`src/rtl/voting_pkg.sv`:
```
// Shared types and helpers for the voting machine datapath.
// Holds the conditioner FSM state encoding, the candidate count and
// the one-hot test that the vote-logging logic also relies on.
package voting_pkg;

    localparam int NUM_CANDIDATES = 4;

    typedef enum logic [2:0] {
        REL_DEB,
        IDLE,
        PRESS_DEB,
        DECIDE,
        HOLD
    } state_t;

    // True when exactly one candidate bit is set.
    function automatic logic is_onehot(input logic [NUM_CANDIDATES-1:0] v);
        int ones;
        ones = 0;
        for (int i = 0; i < NUM_CANDIDATES; i++) begin
            ones = ones + int'(v[i]);
        end
        return (ones == 1);
    endfunction

endpackage

```
`src/rtl/sync_2ff.sv`:
```
// Two-flop synchroniser for asynchronous level inputs, WIDTH bits wide.
// Ports: clk, reset (sync, active-high), d (async in), q (synchronised out).
// Latency: q follows d two rising edges later; both stages clear on reset.
module sync_2ff #(
    parameter int WIDTH = 1
) (
    input  logic             clk,
    input  logic             reset,
    input  logic [WIDTH-1:0] d,
    output logic [WIDTH-1:0] q
);

    logic [WIDTH-1:0] meta;

    always_ff @(posedge clk) begin
        if (reset) begin
            meta <= '0;
            q    <= '0;
        end else begin
            meta <= d;
            q    <= meta;
        end
    end

endmodule

```
`src/rtl/ballot_input_conditioner.sv`:
```
// Ballot front end: synchronises and debounces the vote button and candidate
// switches, then emits one vote_valid or vote_reject strobe per physical press.
// Ports: clk, reset (sync, active-high), button_raw, candidate_raw, mode in;
//        vote_valid, vote_candidate (held one-hot), vote_reject, busy out.
module ballot_input_conditioner
    import voting_pkg::*;
#(
    parameter int DEBOUNCE_CYCLES = 16
) (
    input  logic                      clk,
    input  logic                      reset,
    input  logic                      button_raw,
    input  logic [NUM_CANDIDATES-1:0] candidate_raw,
    input  logic                      mode,
    output logic                      vote_valid,
    output logic [NUM_CANDIDATES-1:0] vote_candidate,
    output logic                      vote_reject,
    output logic                      busy
);

    localparam int             CNT_W    = $clog2(DEBOUNCE_CYCLES + 1);
    localparam logic [CNT_W-1:0] CNT_LAST = CNT_W'(DEBOUNCE_CYCLES - 1);
    localparam logic [CNT_W-1:0] CNT_ONE  = CNT_W'(1);
    localparam logic [CNT_W-1:0] CNT_MAX  = {CNT_W{1'b1}};

    logic                      s_btn;
    logic [NUM_CANDIDATES-1:0] s_cand;

    state_t                    state;
    state_t                    state_next;
    logic [CNT_W-1:0]          deb_cnt;
    logic [CNT_W-1:0]          cnt_next;
    logic [CNT_W-1:0]          cnt_inc;

    logic                      valid_next;
    logic                      reject_next;
    logic [NUM_CANDIDATES-1:0] cand_next;

    // ------------------------------------------------------------------
    // Input synchronisers
    // ------------------------------------------------------------------
    sync_2ff #(.WIDTH(1)) u_sync_btn (
        .clk   (clk),
        .reset (reset),
        .d     (button_raw),
        .q     (s_btn)
    );

    sync_2ff #(.WIDTH(NUM_CANDIDATES)) u_sync_cand (
        .clk   (clk),
        .reset (reset),
        .d     (candidate_raw),
        .q     (s_cand)
    );

    // Saturating increment: the counter must never wrap back to zero.
    assign cnt_inc = (deb_cnt == CNT_MAX) ? deb_cnt : deb_cnt + CNT_ONE;

    // ------------------------------------------------------------------
    // State register. Reset lands in REL_DEB so a button held through
    // reset has to be seen released before any press can be accepted.
    // ------------------------------------------------------------------
    always_ff @(posedge clk) begin
        if (reset) begin
            state   <= REL_DEB;
            deb_cnt <= '0;
        end else begin
            state   <= state_next;
            deb_cnt <= cnt_next;
        end
    end

    // ------------------------------------------------------------------
    // Next-state and counter logic
    // ------------------------------------------------------------------
    always_comb begin
        state_next = state;
        cnt_next   = deb_cnt;
        case (state)
            REL_DEB: begin
                if (s_btn) begin
                    // Release bounce: restart the stable-low count.
                    cnt_next = '0;
                end else if (deb_cnt == CNT_LAST) begin
                    state_next = IDLE;
                    cnt_next   = '0;
                end else begin
                    cnt_next = cnt_inc;
                end
            end
            IDLE: begin
                if (s_btn) begin
                    state_next = PRESS_DEB;
                    cnt_next   = CNT_ONE;
                end else begin
                    cnt_next = '0;
                end
            end
            PRESS_DEB: begin
                if (!s_btn) begin
                    // Too short to be a press: discard as a glitch.
                    state_next = IDLE;
                    cnt_next   = '0;
                end else if (deb_cnt == CNT_LAST) begin
                    state_next = DECIDE;
                    cnt_next   = '0;
                end else begin
                    cnt_next = cnt_inc;
                end
            end
            DECIDE: begin
                state_next = HOLD;
                cnt_next   = '0;
            end
            HOLD: begin
                // No auto-repeat: stay here for as long as the button is held.
                if (!s_btn) begin
                    state_next = REL_DEB;
                    cnt_next   = CNT_ONE;
                end
            end
            default: begin
                state_next = REL_DEB;
                cnt_next   = '0;
            end
        endcase
    end

    // ------------------------------------------------------------------
    // Output decode: the single DECIDE cycle produces exactly one strobe.
    // Candidates and mode are only looked at here.
    // ------------------------------------------------------------------
    always_comb begin
        valid_next  = 1'b0;
        reject_next = 1'b0;
        cand_next   = vote_candidate;
        if (state == DECIDE) begin
            if (!mode && is_onehot(s_cand)) begin
                valid_next = 1'b1;
                cand_next  = s_cand;
            end else begin
                reject_next = 1'b1;
            end
        end
    end

    // Registered strobes; reset also kills a strobe due on the next cycle.
    always_ff @(posedge clk) begin
        if (reset) begin
            vote_valid     <= 1'b0;
            vote_reject    <= 1'b0;
            vote_candidate <= '0;
        end else begin
            vote_valid     <= valid_next;
            vote_reject    <= reject_next;
            vote_candidate <= cand_next;
        end
    end

    assign busy = (state != IDLE);

endmodule

```
`config.mk`:
```
export PLATFORM = sky130hd
export DESIGN_NAME = ballot_input_conditioner
export DESIGN_NICKNAME = d
export VERILOG_FILES = /design/src/rtl/voting_pkg.sv /design/src/rtl/sync_2ff.sv /design/src/rtl/ballot_input_conditioner.sv
export SDC_FILE = /design/constraint.sdc
export NUM_CORES = 1
export LEC_CHECK = 0
export ABC_AREA = 1
export ABC_CLOCK_PERIOD_IN_PS = 2600
export CORE_MARGIN = 2
export CORE_UTILIZATION = 25
export CTS_CLUSTER_DIAMETER = 50
export DETAILED_ROUTE_END_ITERATION = 12
export PLACE_DENSITY_LB_ADDON = 0.3
export SYNTH_ARGS = -nofsm -noshare
export SYNTH_HDL_FRONTEND = slang
export SYNTH_SLANG_ARGS = --single-unit
```
`constraint.sdc`:
```
create_clock -name clk -period 2.6 [get_ports clk]
set_clock_uncertainty 0.1 [all_clocks]
set_input_delay 0.39 -clock clk [delete_from_list [all_inputs] [get_ports clk]]
set_output_delay 0.39 -clock clk [all_outputs]
set_load 0.03 [all_outputs]
```
==> impl_metrics.yaml, run 1 <==
die:
  initial_core_util_pct: 26.2
  num_rows: 23
  core-area_um2: 4030
  fp.dieW_um: 69.0
  die_area_um2: 4760
  ios: 15
  fp.dieH_um: 69.0
logic_synthesis:
  ys_ff_latch: 24
  synth_top_family_by_area: "simple AND/OR/NAND/NOR gates"
  syn_nets: 156
  syn_area_per_cell_um2: 7.33
  synth.area.mux_share_pct: 0
  ys_seq_area_share_pct: 45.5
  synth_top_area_share_pct: 45.5
  synth_compound_gate_area_share_pct: 7.82
  synthesis.area_um2: 1060
  synth.distinct_cells: 20
  yosys.area_share.simple_pct: 30.2
  synth_flop_cell: "dfxtp_1"
  synth_top_area_cell: "dfxtp_1"
  syn_inst: 144
  ys_top_cells_by_count: "inv_1 (29), nand2_1 (29), dfxtp_1 (24), nor2_1 (21), a21oi_1 (10)"
  synth_fa_ha_area_share_pct: 5.45
  yosys_warnings: 0
  synth.top_cells.by_area: "dfxtp_1 (45%), inv_1 (10%), nand2_1 (10%)"
  yosys.area_share.xor_xnor_pct: 0
  ys_async_sr_fraction_pct: 0
  synth_edf_count: 0
power:
  p_clk_share_pct: 32.4
  total_power_mw: 1.02
  seqPwrFrac_pct: 43.7
  ir_drop_mv: 0.328
  p_sw_share_pct: 29.8
  switchingPower_uw: 303
  p_per_area_nw_per_um2: 765
  combPwrFrac_pct: 23.9
  intPower_uw: 714
  p_leak_nw: 0.611
critical_path:
  crit_arrival_ns: 2.24
  critPathLaunchType: "register"
  path_class: "reg -> reg"
  worst-path-stages: 10
  endpoint_kind: "register"
  slowest_stage: "fa_1"
  cp_common_cell: "inv_1"
  path_cells: "inv_1 -> fa_1 -> inv_1 -> ha_1 -> ha_1 -> nand3b_1 -> nor2_4 -> inv_1 -> nor2_1 -> nor2_1"
  r2r_slack_ns: 0.42
  cpPeakStageDelay_ns: 0.53
  path_delay_family: "adder cells"
  critPathMaxFanout: 8
  crit_buf_inv: 3
  cp_data_required_time_ns: 2.67
  worstRegToRegCells: 10
cts:
  cts.clk_slew.worst_paths_ns: 0.08
  cts_max_path_buffers: 2
  cts_root_buf: "clkbuf_8"
  cts_resized: 0
  cts_tree: "built"
  cts.sinks: 24
  htree_num_levels: 1
  postCtsHoldBufs: 0
  clkLatencyLatePin_ns: 0.27
  numCtsBuffers: 3
  post_cts_buffers: 0
grt:
  antenna_found_initial: 0
  grt_pass1_vias: 750
  grt_overflow: 0
  track_usage_pct: 9.56
  grt_max_degree: 15
  grt_pass1_wl_um: 3310
sta:
  period_share_pct: 83.7
  tightest_slew_ns: 0.313
  finalMaxSlewViolations: 0
  setup_viol: 0
  setup_ws_ns: 0.424
  fin_setup_tns_ns: 0
  hold_slack_ns: 0.303
  rsz0062_at_grt: "false"
  relSlewSlack_pct: 79.1
  hold_violations: 0
  fmax_ghz: 0.460
  fin_crit_ns: 2.18
detailed_routing:
  via_count: 876
  first_pass_iters: 4
  ant_nets: 0
  vias_per_cell: 4.15
  detail_route.drc_violations: 0
  wl_per_cell_um: 8.94
  first_iter_violations: 71
  wl_um: 1890
finish:
  drive_gt1_share_pct: 7.45
  area_growth_pct: 25.9
  final-seq-area_um2: 480
  multi_input_area_um2: 459
  fin_nets: 174
  fin_cells: 211
  diodes: 0
  fillers: 457
run:
  drv_cap: 0
placement:
  port_buffers: 14
  place_ws_ns: 0.429
  dp.cells: 207
  place_hpwl_um: 1410
  place_congestion: 0.814
min_path:
  hold_depth: 2
  hp-class: "reg -> reg"
status:
  status: "complete, no violations"
## cells by family after synthesis
| family | count (synthesis) |
|---|---|
| DFF | 24 |
| and+or+nand+nor | 69 |
| buffers and inverters | 31 |
| adders and majority gates | 4 |
| AOI/OAI and AO/OA | 16 |
## worst min-delay path: stages, from the launching register on
cell     delay [ns]
dfxtp_1        0.30
inv_1          0.04
nor2_1         0.03
## cell type report
cell class,instances,share of cell area [%]
Multi-Input combinational cell,89,34.5
Tap cell,50,4.70
Inverter,29,8.18
Sequential cell,24,36.1
Timing Repair Buffer,15,11.1
Clock buffer,3,3.10
Clock inverter,1,2.26
## registers in the layout (all words and copies together) (netlist names)
register	count
u_sync_cand.q	4
vote_candidate	4
u_sync_btn.q	1
state	3
deb_cnt	5
u_sync_cand.meta	4
vote_reject	1
vote_valid	1
u_sync_btn.meta	1
## routing by layer
metal	up-vias	part of all wire [%]	track usage (%)
met4	0	1.8	5.15
met3	4	4.5	2.60
met1	379	49	12.1
met5	-	0	0
li1	473	-	-
met2	20	45	14.7
## power by group through the flow
stage	Clock (mW)	Sequential [mW]	Combinational, mW
finish	0.329	0.445	0.243
global route	0.352	0.454	0.287
CTS	0.341	0.445	0.247
detailed placement	0	0.454	0.247
global placement	0	0.454	0.244
floorplan	0	0.447	0.188
## path summary, 6_finish.rpt
path,startpoint,endpoint
min,u_sync_cand.meta[2]$_SDFF_PP0_,u_sync_cand.q[2]$_SDFF_PP0_
max reg2reg,u_sync_cand.q[0]$_SDFF_PP0_,vote_candidate[2]$_SDFFE_PP0P_
max,u_sync_cand.q[0]$_SDFF_PP0_,vote_candidate[2]$_SDFFE_PP0P_
min reg2reg,u_sync_cand.meta[2]$_SDFF_PP0_,u_sync_cand.q[2]$_SDFF_PP0_
## cells in the final DEF (no fill, tap or decap)
| cell | count |
|---|---|
| clkdlybuf4s50_1 | 14 |
| fa_1 | 1 |
| nand4_1 | 1 |
| nand3_1 | 8 |
| dfxtp_1 | 24 |
| nand2_1 | 29 |
| inv_1 | 29 |
| o211ai_1 | 1 |
| clkbuf_8 | 3 |
| o21ai_1 | 3 |
| nor2_1 | 21 |
| nor3b_1 | 1 |
| nand3b_1 | 2 |
| nand2_2 | 1 |
| ha_1 | 3 |
| a21oi_1 | 10 |
| buf_4 | 1 |
| bufinv_16 | 1 |
| nand3_2 | 2 |
| nor3b_2 | 1 |
| nor2_2 | 2 |
| o21ai_0 | 2 |
| nor2_4 | 1 |
## through the flow
| stage | utilization (%) | area [um2] |
|---|---|---|
| after floorplan | - | 1060 |
| after global routing | 33.0 | 1330 |
| final | 33.0 | 1330 |
| after detailed placement | 31.2 | 1260 |
| after CTS | 33.0 | 1330 |
| after global placement | 31.2 | 1260 |
Note: power is estimated with default switching activity, not from simulation.
==> run 2: changes to the inputs <==
--- a/config.mk
+++ b/config.mk
@@ -6,7 +6,7 @@
 export NUM_CORES = 1
 export LEC_CHECK = 0
 export ABC_AREA = 1
-export ABC_CLOCK_PERIOD_IN_PS = 2600
+export ABC_CLOCK_PERIOD_IN_PS = 2220
 export CORE_MARGIN = 2
 export CORE_UTILIZATION = 25
 export CTS_CLUSTER_DIAMETER = 50
==> constraint.sdc (replaced) <==
create_clock -name clk -period 2.22 [get_ports clk]
set_clock_uncertainty 0.1 [all_clocks]
set_input_delay 0.333 -clock clk [delete_from_list [all_inputs] [get_ports clk]]
set_output_delay 0.333 -clock clk [all_outputs]
set_load 0.03 [all_outputs]
==> run 2 against run 1 <==
- core utilization up 1.7 points
- cell area up 5.3%
- clock-buffer cell count unchanged
- sequential power up 18%
- combinational power up 21%
- fmax down 0.51%
- wire length up 4.1%
- final cell count up 1.4%
- critical path depth unchanged
- global-route usage about the same
- largest cell class is now multi-input combinational cells
==> impl_metrics.yaml, run 2 (same netlist as run 1, synthesis figures left out) <==
critical_path:
  path_class: "reg -> reg"
  r2r_start: "u_sync_cand.q[3]$_SDFF_PP0_"
  cp_data_required_time_ns: 2.33
  endpoint: "vote_candidate[0]$_SDFFE_PP0P_"
  crit_start: "u_sync_cand.q[3]$_SDFF_PP0_"
  critPathMaxFanout: 6
  r2r_slack_ns: 0.03
  critPathLaunchType: "register"
  r2r_end: "vote_candidate[0]$_SDFFE_PP0P_"
  crit_arrival_ns: 2.30
  endpoint_kind: "register"
  worstRegToRegCells: 10
cts:
  htree_num_levels: 1
  cts_root_buf: "clkbuf_8"
  numCtsBuffers: 3
  cts_max_path_buffers: 2
  cts.clk_slew.worst_paths_ns: 0.08
  cts_tree: "built"
  clkLatencyLatePin_ns: 0.27
  cts.sinks: 24
  postCtsHoldBufs: 0
finish:
  drive_gt1_share_pct: 16.5
  area_growth_pct: 32.6
  layout_common_cells: "nand2_1 (29), inv_1 (26), dfxtp_1 (22), nor2_1 (19), clkdlybuf4s50_1 (14)"
  final_common_cell: "nand2_1"
  diodes: 0
  largest_register_ffs: 5
  regMostFlops: "deb_cnt"
  fin_nets: 177
placement:
  place_ws_ns: 0.0569
  place_congestion: 0.810
  place_hpwl_um: 1410
  port_buffers: 14
power:
  p_sw_share_pct: 30.1
  switchingPower_uw: 362
  total_power_mw: 1.20
  ir_drop_mv: 0.393
  p_per_area_nw_per_um2: 859
  intPower_uw: 840
  seqPwrFrac_pct: 43.5
  p_leak_nw: 0.622
  combPwrFrac_pct: 24.5
  p_clk_share_pct: 32.0
sta:
  finalMaxSlewViolations: 0
  fmax_ghz: 0.457
  period_share_pct: 98.5
  hold_violations: 0
  setup_ws_ns: 0.0331
  tightest_slew_ns: 0.313
  relSlewSlack_pct: 79.1
  rsz0062_at_grt: "true"
  setup_viol: 0
  fin_crit_ns: 2.19
die:
  die_area_um2: 4760
  ios: 15
  num_rows: 23
  core-area_um2: 4030
  fp.dieW_um: 69.0
  initial_core_util_pct: 26.2
  fp.dieH_um: 69.0
run:
  drv_cap: 0
detailed_routing:
  first_iter_violations: 58
  vias_per_cell: 4.19
  via_count: 897
  ant_nets: 0
  wl_per_cell_um: 9.18
  detail_route.drc_violations: 0
  first_pass_iters: 4
  wl_um: 1970
grt:
  grt_overflow: 0
  antenna_found_initial: 0
  grt_pass1_vias: 748
  grt_pass1_wl_um: 3280
  track_usage_pct: 9.59
  grt_max_degree: 15
min_path:
  hp-class: "reg -> reg"
status:
  status: "complete, no violations"
run 2: final cells by class:
class	instances	area (um2)
fill	426	2630
clock buffer	3	41.3
sequential	24	483
tap	50	62.6
multi-input combinational	89	500
clock inverter	1	30.0
timing repair buffer	18	174
inverter	29	109
run 2: worst max-delay path: stages, from the launching register on:
cell	delay, ns
dfxtp_2	0.33
inv_2	0.04
fa_1	0.54
inv_2	0.05
ha_4	0.15
ha_4	0.22
nand3b_1	0.21
nor2_4	0.20
buf_4	0.14
o21ai_2	0.05
a21oi_2	0.10
run 2: timing repair:
action / 4_1_cts / 5_1_grt
setup endpoints to repair: 0 / 5
resized for setup: 0 / 14
buffers inserted: 0 / 3
endpoints found under the hold margin: 0 / 0
run 2: how the worst min path moves through the flow:
stage	endpoint	slack (ns)	cells after the start	from
after detailed placement	u_sync_cand.q[0]$_SDFF_PP0_	0.29	2	u_sync_cand.meta[0]$_SDFF_PP0_
final	u_sync_cand.q[0]$_SDFF_PP0_	0.30	2	u_sync_cand.meta[0]$_SDFF_PP0_
after floorplan	u_sync_btn.q$_SDFF_PP0_	0.29	2	u_sync_btn.meta$_SDFF_PP0_
after global routing	u_sync_cand.q[3]$_SDFF_PP0_	0.31	2	u_sync_cand.meta[3]$_SDFF_PP0_
after global placement	u_sync_btn.q$_SDFF_PP0_	0.29	2	u_sync_btn.meta$_SDFF_PP0_
after CTS	u_sync_cand.q[0]$_SDFF_PP0_	0.31	2	u_sync_cand.meta[0]$_SDFF_PP0_
run 2: routing by layer:
metal  vias up  share of wire [%]  GRT usage, %
met1       400                 48          12.1
met2        13                 45          14.4
met3         4                4.1          3.08
met4         0                2.1          5.15
met5         -                  0             0
li1        480                  -             -
run 2: power groups by stage:
stage | clock network [mW] | logic [mW] | registers [mW]
after floorplan | 0 | 0.220 | 0.524
after global placement | 0 | 0.285 | 0.532
after detailed placement | 0 | 0.287 | 0.531
after CTS | 0.394 | 0.290 | 0.522
after global routing | 0.411 | 0.350 | 0.534
final | 0.385 | 0.295 | 0.523
run 2: stage by stage:
stage	util (%)	area, um2	std cells	hold WS [ns]	setup TNS (ns)
after floorplan	-	1060	144	0.288	0
after global placement	31.2	1260	207	0.290	0
after detailed placement	31.2	1260	207	0.294	0
after CTS	33.0	1330	211	0.306	0
after global routing	34.8	1400	214	0.315	-0.218
final	34.8	1400	214	0.297	0
==> patch, RTL diff (flow settings as in run 1) <==
Make the reset (`reset`) asynchronous in 3 clocked blocks.
--- a/src/rtl/sync_2ff.sv
+++ b/src/rtl/sync_2ff.sv
@@ -12,7 +12,7 @@
 
     logic [WIDTH-1:0] meta;
 
-    always_ff @(posedge clk) begin
+    always_ff @(posedge clk or posedge reset) begin
         if (reset) begin
             meta <= '0;
             q    <= '0;
--- a/src/rtl/ballot_input_conditioner.sv
+++ b/src/rtl/ballot_input_conditioner.sv
@@ -60,7 +60,7 @@
     // State register. Reset lands in REL_DEB so a button held through
     // reset has to be seen released before any press can be accepted.
     // ------------------------------------------------------------------
-    always_ff @(posedge clk) begin
+    always_ff @(posedge clk or posedge reset) begin
         if (reset) begin
             state   <= REL_DEB;
             deb_cnt <= '0;
@@ -145,7 +145,7 @@
     end
 
     // Registered strobes; reset also kills a strobe due on the next cycle.
-    always_ff @(posedge clk) begin
+    always_ff @(posedge clk or posedge reset) begin
         if (reset) begin
             vote_valid     <= 1'b0;
             vote_reject    <= 1'b0;
Behaviour: no difference found for any inputs over 10 cycles, from zero or initial values and one cycle with reset high; that may be too few to reach the edited logic, so the function may still have changed.
==> patch against run 1 <==
  * Area after synthesis down 6.5%
  * Cell area decreased by 4.8%
  * Combinational power shrank 7%
  * Setup slack gained 16 ps
  * Routed wire length is 16% lower
  * Count of clock-buffer cells in the layout unchanged
  * Worst hold slack worse by 49 ps
  * Sequential cell count unchanged
  * Synthesized cell count fell by 30%
  * Core utilization rose by 1.1 points
  * Sequential share of layout area grew 11 points
  * Power is 1.6% lower
  * Critical path type unchanged
  * Largest cell class unchanged
==> patch: results (changes against run 1) <==
| Metric | Value |
|---|---|
| Status | `completed (unchanged)` |
| Worst-margin pin slew | `305.5 ps (was 312.5 ps)` |
| Met3 wire len | `82 µm (was 84 µm)` |
| Leakage | `0.0006373 µW (was 0.0006107 µW)` |
| M3 GR Usage | `2.027% (was 2.597%)` |
| HPWL after detailed placement | `1169 µm (was 1407 µm)` |
| Post-synthesis xor/xnor area fraction | `1.774% (was 0%)` |
| Area of the multi-input gates | `337.8 µm² (was 459.2 µm²)` |
| Met2 Use GR | `12.75% (was 14.66%)` |
| Switching power | `285.5 µW (was 303.2 µW)` |
| Final nets | `133 (was 174)` |
| Fraction of area in clock buffers and inverters | `5.632% (was 5.362%)` |
| Number of global-route vias before repair | `632 (was 750)` |
| Critical Path AT | `2260 ps (was 2240 ps)` |
| Non-clock buffering overhead | `11.66% (was 11.10%)` |
| First DRT Iteration DRCs | `16 (was 71)` |
| Cell Area, Placed | `1195 µm² (was 1259 µm²)` |
| Layout cell share with drive strength beyond 1 | `9.167% (was 7.453%)` |
| Syn_nets | `113 (was 156)` |
| FILL cells | `392 (was 457)` |
| RD Place Congestion | `0.7047 (was 0.8135)` |
| Logic pwr share | `22.7% (was 23.9%)` |
| Multi-In Gates | `64 (was 89)` |
| Max IR drop VDD | `0.2391 mV (was 0.3282 mV)` |
| Setup WS pre-CTS | `459.0 ps (was 429.3 ps)` |
| Non-clock inverter count | `13 (was 29)` |
| Via density | `4.190 (was 4.152)` |
| Global-route wire length before repair | `2670 µm (was 3312 µm)` |
| Met1 WL | `740 µm (was 918 µm)` |
| FFs w/ async S/R, synth | `100.0% (was 0%)` |
| Synth top cells by count | `24 x dfrtp_1, 21 x nand2_1, 15 x nor2_1 (was 29 x inv_1, 29 x nand2_1, 24 x dfxtp_1)` |
==> patch: final timing paths <==
| kind | start | to | slack [ps] | cells past startpoint |
|---|---|---|---|---|
| min in group asynchronous | reset | u_sync_cand.meta[2] | 360 | 3 |
| max | u_sync_cand.q[0] | vote_candidate[0] | 440 | 10 |
| max reg2reg | u_sync_cand.q[0] | vote_candidate[0] | 440 | 10 |
| min reg2reg | u_sync_cand.meta[3] | u_sync_cand.q[3] | 250 | 0 |
| min | u_sync_cand.meta[3] | u_sync_cand.q[3] | 250 | 0 |
| max in group asynchronous | reset | state[1] | 1810 | 3 |
==> patch: stage by stage <==
stage / total power [µW] / std cells / hold WS [ps]
2_1_floorplan: 620.8 / 101 / 231.2
3_3_place_gp: 679.5 / 164 / 232.9
3_5_place_dp: 685.9 / 164 / 237.1
4_1_cts: 1015 / 168 / 257.3
5_1_grt: 1068 / 168 / 261.7
6_report: 1001 / 168 / 253.7
